<file path="config.mk">
export PLATFORM = sky130hd
export DESIGN_NAME = motor_speed_sequencer
export DESIGN_NICKNAME = d
export VERILOG_FILES = /design/src/rtl/motor_speed_sequencer.sv
export SDC_FILE = /design/constraint.sdc
export NUM_CORES = 1
export LEC_CHECK = 0
export CAP_MARGIN = 25
export CELL_PAD_IN_SITES_DETAIL_PLACEMENT = 0
export CELL_PAD_IN_SITES_GLOBAL_PLACEMENT = 2
export CORE_UTILIZATION = 35
export DETAILED_ROUTE_END_ITERATION = 12
export PLACE_DENSITY_LB_ADDON = 0.1
export SYNTH_ARGS = -nofsm -noshare
export SYNTH_HDL_FRONTEND = slang
export SYNTH_SLANG_ARGS = --single-unit
</file>
<file path="constraint.sdc">
create_clock -name CLOCK50 -period 5.1 [get_ports CLOCK50]
set_input_delay 0.765 -clock CLOCK50 [delete_from_list [all_inputs] [get_ports CLOCK50]]
set_output_delay 0.765 -clock CLOCK50 [all_outputs]
set_load 0.005 [all_outputs]
</file>
<file path="src/rtl/motor_speed_sequencer.sv">
// Line-following motor sequencer: debounces three line sensors once per PWM frame,
// runs the steering FSM and slews both wheel pulse widths toward per-state targets.
module motor_speed_sequencer #(
    parameter int unsigned FRAME_LEN     = 1000001,
    parameter logic [15:0] FAST          = 16'd40000,
    parameter logic [15:0] SLOW          = 16'd20000,
    parameter logic [15:0] SEARCH_SPD    = 16'd15000,
    parameter logic [15:0] RAMP_STEP     = 16'd2500,
    parameter int unsigned LOST_FRAMES   = 8,
    parameter int unsigned SEARCH_FRAMES = 100
) (
    input  logic        CLOCK50,
    input  logic        RESET_N,
    input  logic        enable,
    input  logic [2:0]  sensors,
    output logic [15:0] speed_left,
    output logic [15:0] speed_right,
    output logic [2:0]  state,
    output logic        frame_tick
);

    localparam int unsigned CW = (FRAME_LEN > 1) ? $clog2(FRAME_LEN) : 1;
    localparam logic [CW-1:0] CNT_LAST    = CW'(FRAME_LEN - 1);
    localparam logic [15:0]   LOST_LAST   = 16'(LOST_FRAMES - 1);
    localparam logic [15:0]   SEARCH_LAST = 16'(SEARCH_FRAMES - 1);

    typedef enum logic [2:0] {
        S_IDLE   = 3'd0,
        S_FOLLOW = 3'd1,
        S_TURN_L = 3'd2,
        S_TURN_R = 3'd3,
        S_SEARCH = 3'd4,
        S_HALT   = 3'd5
    } state_t;

    typedef enum logic [2:0] {
        D_CENTRE,
        D_LEFT,
        D_RIGHT,
        D_AMBIG,
        D_NONE
    } line_t;

    typedef enum logic {
        SIDE_L = 1'b0,
        SIDE_R = 1'b1
    } side_t;

    logic [CW-1:0] r_cnt;
    logic [2:0]    r_sync_meta;
    logic [2:0]    r_sync;
    logic [2:0]    r_smp;
    logic [2:0]    r_pat;
    state_t        r_state;
    logic [15:0]   r_lost;
    side_t         r_last_dir;
    logic [15:0]   r_speed_l;
    logic [15:0]   r_speed_r;

    logic          w_tick;
    line_t         w_line;
    state_t        w_next_state;
    logic [15:0]   w_next_lost;
    side_t         w_next_last_dir;
    logic [15:0]   w_tgt_l;
    logic [15:0]   w_tgt_r;

    assign w_tick = (r_cnt == CNT_LAST);

    // NOTE: every register sits on the asynchronous reset and uses non-blocking
    // assignment, so reset clears outputs with no clock and all flops update together.
    always_ff @(posedge CLOCK50 or negedge RESET_N) begin
        if (!RESET_N) begin
            r_cnt <= '0;
        end else if (w_tick) begin
            r_cnt <= '0;
        end else begin
            r_cnt <= r_cnt + CW'(1);
        end
    end

    always_ff @(posedge CLOCK50 or negedge RESET_N) begin
        if (!RESET_N) begin
            r_sync_meta <= '0;
            r_sync      <= '0;
        end else begin
            r_sync_meta <= sensors;
            r_sync      <= r_sync_meta;
        end
    end

    // A pattern reaches r_pat only after two consecutive frame samples agree.
    always_ff @(posedge CLOCK50 or negedge RESET_N) begin
        if (!RESET_N) begin
            r_smp <= '0;
            r_pat <= '0;
        end else if (w_tick) begin
            r_smp <= r_sync;
            if (r_sync == r_smp) begin
                r_pat <= r_sync;
            end
        end
    end

    always_comb begin
        unique case (r_pat)
            3'b010, 3'b111: w_line = D_CENTRE;
            3'b100, 3'b110: w_line = D_LEFT;
            3'b001, 3'b011: w_line = D_RIGHT;
            3'b101:         w_line = D_AMBIG;
            default:        w_line = D_NONE;
        endcase
    end

    // NOTE: each always_comb output gets a default first so no path leaves it
    // unassigned and infers a latch.
    always_comb begin
        w_next_state    = r_state;
        w_next_lost     = r_lost;
        w_next_last_dir = r_last_dir;

        if (!enable) begin
            w_next_state = S_IDLE;
        end else begin
            unique case (r_state)
                S_IDLE: begin
                    w_next_state = S_FOLLOW;
                    w_next_lost  = '0;
                end
                S_FOLLOW, S_TURN_L, S_TURN_R: begin
                    unique case (w_line)
                        D_CENTRE: begin w_next_state = S_FOLLOW; w_next_lost = '0; end
                        D_LEFT:   begin w_next_state = S_TURN_L; w_next_lost = '0; end
                        D_RIGHT:  begin w_next_state = S_TURN_R; w_next_lost = '0; end
                        D_AMBIG:  w_next_lost = '0;
                        default: begin
                            if (r_lost == LOST_LAST) begin
                                w_next_state = S_SEARCH;
                                w_next_lost  = '0;
                            end else begin
                                w_next_lost = r_lost + 16'd1;
                            end
                        end
                    endcase
                end
                S_SEARCH: begin
                    unique case (w_line)
                        D_CENTRE: begin w_next_state = S_FOLLOW; w_next_lost = '0; end
                        D_LEFT:   begin w_next_state = S_TURN_L; w_next_lost = '0; end
                        D_RIGHT:  begin w_next_state = S_TURN_R; w_next_lost = '0; end
                        default: begin
                            if (r_lost == SEARCH_LAST) begin
                                w_next_state = S_HALT;
                                w_next_lost  = '0;
                            end else begin
                                w_next_lost = r_lost + 16'd1;
                            end
                        end
                    endcase
                end
                S_HALT:  w_next_state = S_HALT;
                default: w_next_state = S_IDLE;
            endcase
        end

        if (w_next_state == S_TURN_L) begin
            w_next_last_dir = SIDE_L;
        end else if (w_next_state == S_TURN_R) begin
            w_next_last_dir = SIDE_R;
        end
    end

    always_ff @(posedge CLOCK50 or negedge RESET_N) begin
        if (!RESET_N) begin
            r_state    <= S_IDLE;
            r_lost     <= '0;
            r_last_dir <= SIDE_L;
        end else if (w_tick) begin
            r_state    <= w_next_state;
            r_lost     <= w_next_lost;
            r_last_dir <= w_next_last_dir;
        end
    end

    // Targets come from the pre-tick state, so speed changes trail the state by a frame.
    always_comb begin
        w_tgt_l = '0;
        w_tgt_r = '0;
        unique case (r_state)
            S_FOLLOW: begin w_tgt_l = FAST; w_tgt_r = FAST; end
            S_TURN_L: begin w_tgt_l = SLOW; w_tgt_r = FAST; end
            S_TURN_R: begin w_tgt_l = FAST; w_tgt_r = SLOW; end
            S_SEARCH: begin
                if (r_last_dir == SIDE_L) begin
                    w_tgt_r = SEARCH_SPD;
                end else begin
                    w_tgt_l = SEARCH_SPD;
                end
            end
            default: ;
        endcase
    end

    function automatic logic [15:0] ramp(input logic [15:0] cur, input logic [15:0] tgt);
        logic [16:0] up;
        logic [16:0] gap;
        up  = {1'b0, cur} + {1'b0, RAMP_STEP};
        gap = {1'b0, cur} - {1'b0, tgt};
        if (cur < tgt) begin
            ramp = (up > {1'b0, tgt}) ? tgt : up[15:0];
        end else if (cur > tgt) begin
            ramp = (gap > {1'b0, RAMP_STEP}) ? (cur - RAMP_STEP) : tgt;
        end else begin
            ramp = cur;
        end
    endfunction

    always_ff @(posedge CLOCK50 or negedge RESET_N) begin
        if (!RESET_N) begin
            r_speed_l <= '0;
            r_speed_r <= '0;
        end else if (w_tick) begin
            r_speed_l <= ramp(r_speed_l, w_tgt_l);
            r_speed_r <= ramp(r_speed_r, w_tgt_r);
        end
    end

    assign speed_left  = r_speed_l;
    assign speed_right = r_speed_r;
    assign state       = r_state;
    assign frame_tick  = w_tick;

endmodule

</file>
# Yosys cells after proc, flatten, opt, wreduce, memory -nomap -nowiden
# Cells that the tools add are included.
[totals]
elab_cells = 93
register_bits = 84
inputBits = 6
[op_classes]
eq_ne = 21
n_addsub = 8
n_lt_le_gt_ge = 8
mux = 27
reduce_logical = 19
[op_table]
columns = ["op", "count"]
rows = [
  ["two-way mux 16 bit", 12],
  ["one-hot mux 16 bit (3 select lines)", 3],
  ["one-hot mux 3 bit (4 select lines)", 3],
  ["adder 16 x 12 -> 17 bit (second input constant)", 2],
  ["greater-than comparator 17 x 12 -> 1 bit (second input constant)", 2],
  ["greater-than comparator 17 x 16 -> 1 bit", 2],
  ["subtractor 16 x 16 -> 17 bit", 2],
  ["greater-than comparator 16 bit", 2],
  ["< comparator 16 bit", 2],
  ["subtractor 16 x 12 -> 16 bit (second input constant)", 2],
  ["two-way mux 14 bit", 2],
  ["equality test 3 x 2 -> 1 bit (second input constant)", 8],
  ["adder 20 x 1 -> 20 bit (second input constant)", 1],
  ["equality test 20 bit (second input constant)", 1],
  ["two-way mux 20 bit", 1],
  ["equality test 3 bit (second input constant)", 6],
  ["adder 16 x 1 -> 16 bit (second input constant)", 1],
  ["equality test 16 x 3 -> 1 bit (second input constant)", 1],
  ["equality test 16 x 7 -> 1 bit (second input constant)", 1],
  ["OR reduction 2 bit", 5],
  ["equality test 3 x 1 -> 1 bit (second input constant)", 3],
  ["two-way mux 3 bit", 3],
  ["one-hot mux 3 bit (3 select lines)", 1],
  ["AND reduction 2 bit", 4],
  ["8 further kinds", 13],
]

# Longest topological paths before layout
[depth]
word_depth = 10
mapped_depth = 20
mapped_depth_nobuf = 17

# Worst setup path before layout
# Ideal clock, no wire load.
[synth_path]
path_kind = "reg2reg"
start = "reg r_state[1], in the netlist state[1]"
end = "reg r_speed_r[13], in the netlist speed_right[13]"
synth_period_minus_slack_ps = 4183
path_stages_with_launch = 20
setup_time_ps = 76
t_arrival_ps = 4107
path_slack_ps = 917
path_buffers = 3
required_ps = 5024
cell_sequence = "dfrtp_1 -> clkbuf_1 -> nor2_1 -> nand2_1 -> or2_2 -> clkbuf_1 -> inv_1 -> ha_1 -> inv_1 -> fa_1 -> a211oi_1 -> o211ai_1 -> a21oi_2 -> o21ai_2 -> and2_1 -> o211a_1 -> buf_2 -> a211o_1 -> a221o_1 -> o21ai_1"
[synth_between]
elab_chain_cells = 8
word_cells_on_any_way = 17
[synth_lines]
columns = ["item", "line", "text"]
rows = [
  ["from (decl)", "54", "state_t r_state;"],
  ["from (signal assigned)", "179", "r_state <= w_next_state;"],
  ["equality test 3 x 2 -> 1 bit or equality test 3 x 1 -> 1 bit (tied branches)", "189", "unique case (r_state)"],
  ["OR reduction 2 bit (no source line)", "n/a", ""],
  ["one-hot mux 16 bit (3 select lines) *", "189", ""],
  ["subtractor 16 x 16 -> 17 bit", "208", "gap = {1'b0, cur} - {1'b0, tgt};"],
  ["greater-than comparator 17 x 12 -> 1 bit", "212", "ramp = (gap > {1'b0, RAMP_STEP}) ? (cur - RAMP_STEP) : tgt;"],
  ["two-way mux 16 bit", "212", ""],
  ["two-way mux 16 bit", "211", "end else if (cur > tgt) begin"],
  ["two-way mux 16 bit", "209", "if (cur < tgt) begin"],
  ["to (signal assigned)", "224", "r_speed_r <= ramp(r_speed_r, w_tgt_r);"],
  ["to (decl)", "58", "logic [15:0] r_speed_r;"],
]
# Mark *: on every way between the ends. The rest lies on a longest branch, timed or not. The select of a mux whose other input is x is not followed.
# A chain may end at the register's enable or synchronous reset.

# Worst setup path in the final report
[layout_path]
start = "reg r_speed_l[2], in the netlist speed_left[2]"
end = "reg r_speed_l[5], in the netlist speed_left[5]"
[layout_between]
elab_chain_cells = 5
word_cells_on_any_way = 13
[layout_lines]
columns = ["item", "line", "text"]
rows = [
  ["from (decl)", "57", "logic [15:0] r_speed_l;"],
  ["from (signal assigned)", "223", "r_speed_l <= ramp(r_speed_l, w_tgt_l);"],
  ["subtractor 16 x 16 -> 17 bit", "208", ""],
  ["greater-than comparator 17 x 12 -> 1 bit", "212", ""],
  ["two-way mux 16 bit", "212", ""],
  ["two-way mux 16 bit", "211", ""],
  ["two-way mux 16 bit", "209", ""],
]
# Several ways; a longest one is shown, not always the timed one. The select of a mux whose other input is x is not followed.

==> impl_metrics.toml <==
[clocking]
cts_htree_levels = 3
clk_latency_ps = 350
cts.sinks = 80
cts_setup_buffers = 0
clkSlewWorstSetupHoldPaths_ps = 70
clockRootBuffer = "clkbuf_16"
cts.path.max_buffers = 2
postCtsHoldBufs = 0
numCtsBuffers = 9
cts_tree = "yes"
cts_resized = 0

[power_and_ir_drop]
p_int_w = 0.00102
seqPwrFrac_pct = 48.4
p_clk_share_pct = 50.1
p_sw_w = 0.000297
switching_share_pct = 22.5
pwr-share-comb_pct = 1.4
p_total_w = 0.00132
ir_drop_uv = 171
p_leak_nw = 3.64
power_density_mw_per_mm2 = 157

[timing]
relSlewSlack_pct = 36.7
tightest_slew_ps = 943
setup_ws_ps = 490
finalCriticalPeriod_ps = 4610
period_share_pct = 90.4
finalHoldViolCount = 0
rsz0062_at_grt = "false"
tns_ps = 0
finClkSkew_ps = 8.29
setup_viol = 0
slew_violations = 0
timing.fmax_ghz = 0.217

[job]
maxCapViolations = 0

[logic_synthesis]
yosys_register_bits = 80
synth.area.top_cells = "dfrtp_1 (27%), ha_1 (9.3%), xnor2_1 (5.0%)"
synthFlopType = "dfrtp_1"
synth_edf_count = 0
async_flop_share_pct = 100
synth.top_cell.area_share_pct = 27.2
yosysUniqueCellTypes = 92
netlist_area_mm2 = 0.00736
yosysWarnings = 0
ys_seq_area_share_pct = 27.2
syn_inst = 880
synth_area_leader_cell = "dfrtp_1"
synth.avg_cell_area_um2 = 8.37

[route]
num_vias = 6938
wl_per_cell_um = 18.7
antenna_left = 0
drc_errors = 0
drt_wl_total_um = 22300
dr.pass1.iters = 5
drt_iter0_drc = 639
vias_per_cell = 5.82

[placement]
dp_slack_ps = 569
placed_cell_area_mm2 = 0.00810
place_congestion = 0.879
port_buffers = 37
dp_cells = 1177
detailed_place_hpwl_um = 16600

[critical_path]
startpoint_type = "register"
critPathKind = "reg -> reg"
timing.rr.start = "speed_left[2]"
cp.arrival_ps = 4840
timing.rr.end = "speed_left[5]"
crit_path_max_fanout = 11
rrSetupSlack_ps = 490
reg2reg_depth = 17
required_ps = 5320
endpoint_kind = "register"

[grt]
grt_pass1_vias = 6775
grt_pass1_wl_um = 36300
track_usage_pct = 21.1
gr-total-overflow = 0
grt_max_degree = 51
antenna_found_initial = 0

[run_status]
status = "completed"

[die]
io_pins = 42
start_util_pct = 36.0
core_mm2 = 0.0204
die_h_um = 147
die_width_um = 147
die-area_mm2 = 0.0216
row_count = 52

[finish]
multi_input_area_mm2 = 0.00500
finalNetCount = 981
final_layout_size_suffix_gt1_share_pct = 9.53
area_delta_synth_final_pct = 14.0
regArea_mm2 = 0.00200
diodes = 0
fin_area_mm2 = 0.00840
final_cells = 1193
final.fill_count = 2083

[hold_path]
hp-class = "in -> async"
how the worst max path moves through the flow:
stage | start | end | cells past startpoint
2_1_floorplan | state[1] | speed_right[13] | 19
3_3_place_gp | speed_left[2] | speed_left[5] | 17
3_5_place_dp | speed_left[2] | speed_left[5] | 17
4_1_cts | speed_left[2] | speed_left[5] | 17
5_1_grt | speed_left[2] | speed_left[5] | 17
6_report | speed_left[2] | speed_left[5] | 17
power by group through the flow:
stage	Sequential [W]	Combinational, W	Clock, W
after floorplan	0.000650	0.00000385	0
after CTS	0.000638	0.0000207	0.000678
after global placement	0.000650	0.0000203	0
final	0.000638	0.0000190	0.000661
after detailed placement	0.000650	0.0000206	0
after global routing	0.000638	0.0000223	0.000704
cell usage after synthesis (all sizes together), types with 9 or more instances:
cell and instances:
a211oi 12, a21o 14, a21oi 48, a31oi 10, and3 25, buf 20
clkbuf 24, dfrtp 80, ha 55, inv 42, mux2i 9, nand2 67
nand3 46, nand4 9, nor2 64, nor2b 11, nor3 31, nor3b 9
o211ai 14, o21ai 74, o221ai 11, o31ai 11, xnor2 42, xor2 16
layout make-up:
class,count,area share [%]
sequential,80,23.8
timing repair buffer,68,7.15
inverter,43,1.92
clock inverter,7,0.835
clock buffer,9,2.68
multi-input combinational,716,59.5
tap,270,4.02
state kept, by name, summed over array words and instances (netlist names):
signal	cells
r_smp	3
r_lost	16
r_sync	3
r_sync_meta	3
r_pat	3
speed_left	14
r_last_dir	1
r_cnt	20
speed_right	14
state	3
per-layer routing:
| metal | track usage, % | vias up | wire [um] |
|---|---|---|---|
| met4 | 6.29 | 0 | 325 |
| met2 | 33.3 | 203 | 10100 |
| met3 | 2.80 | 22 | 1180 |
| met5 | 0 | - | 0 |
| li1 | - | 3353 | - |
| met1 | 30.0 | 3360 | 10600 |
layout by cell type, fill, tap and decap left out, drive strengths merged, types with 9 or more instances in the layout:
cell type       n
o221ai         11
o211ai         14
clkdlybuf4s50  36
xnor2          42
a211oi         12
a31oi          10
and3           25
a21o           14
nor3           31
buf            32
xor2           16
nor3b           9
o21ai          74
dfrtp          80
inv            44
nand4           9
clkbuf          9
nand2          67
ha             55
a21oi          48
nor2b          11
nand3          46
o31ai          11
nor2           64
mux2i           9
per-stage QoR:
stage                     hold WS (ps)  utilization, %
after floorplan                    331               -
after global placement             335            39.6
after detailed placement           335            39.6
after CTS                          349            41.1
after global routing               357            41.1
final                              348            41.1
critical path, stage by stage, from the launching register on:
cell      delay (ps)
dfrtp_1          480
ha_1             330
a311oi_4         390
nand2_1          130
a31oi_1          250
nand2b_1         160
nor2_1            60
xnor2_1          150
ha_1             310
nand3_1          120
or2_2            320
or4b_1           490
o21ai_1          130
o21ai_1          350
nor2_4           290
a41oi_1          150
a221oi_1         290
nor3_1            80
kinds of logic (layout without fill, tap and decap cells):
group,Yosys count,after routing,synth area share [%]
other,1,4,0.0509
multiplexers,17,17,2.50
flip-flops,80,80,27.2
adder cells (fa/ha/maj),57,57,9.89
XOR/XNOR,58,58,6.90
AO/OA/AOI/OAI,264,264,25.7
AND/OR/NAND/NOR,316,316,22.6
buffers and inverters,87,127,5.20
(Power assumes the default switching activity.)
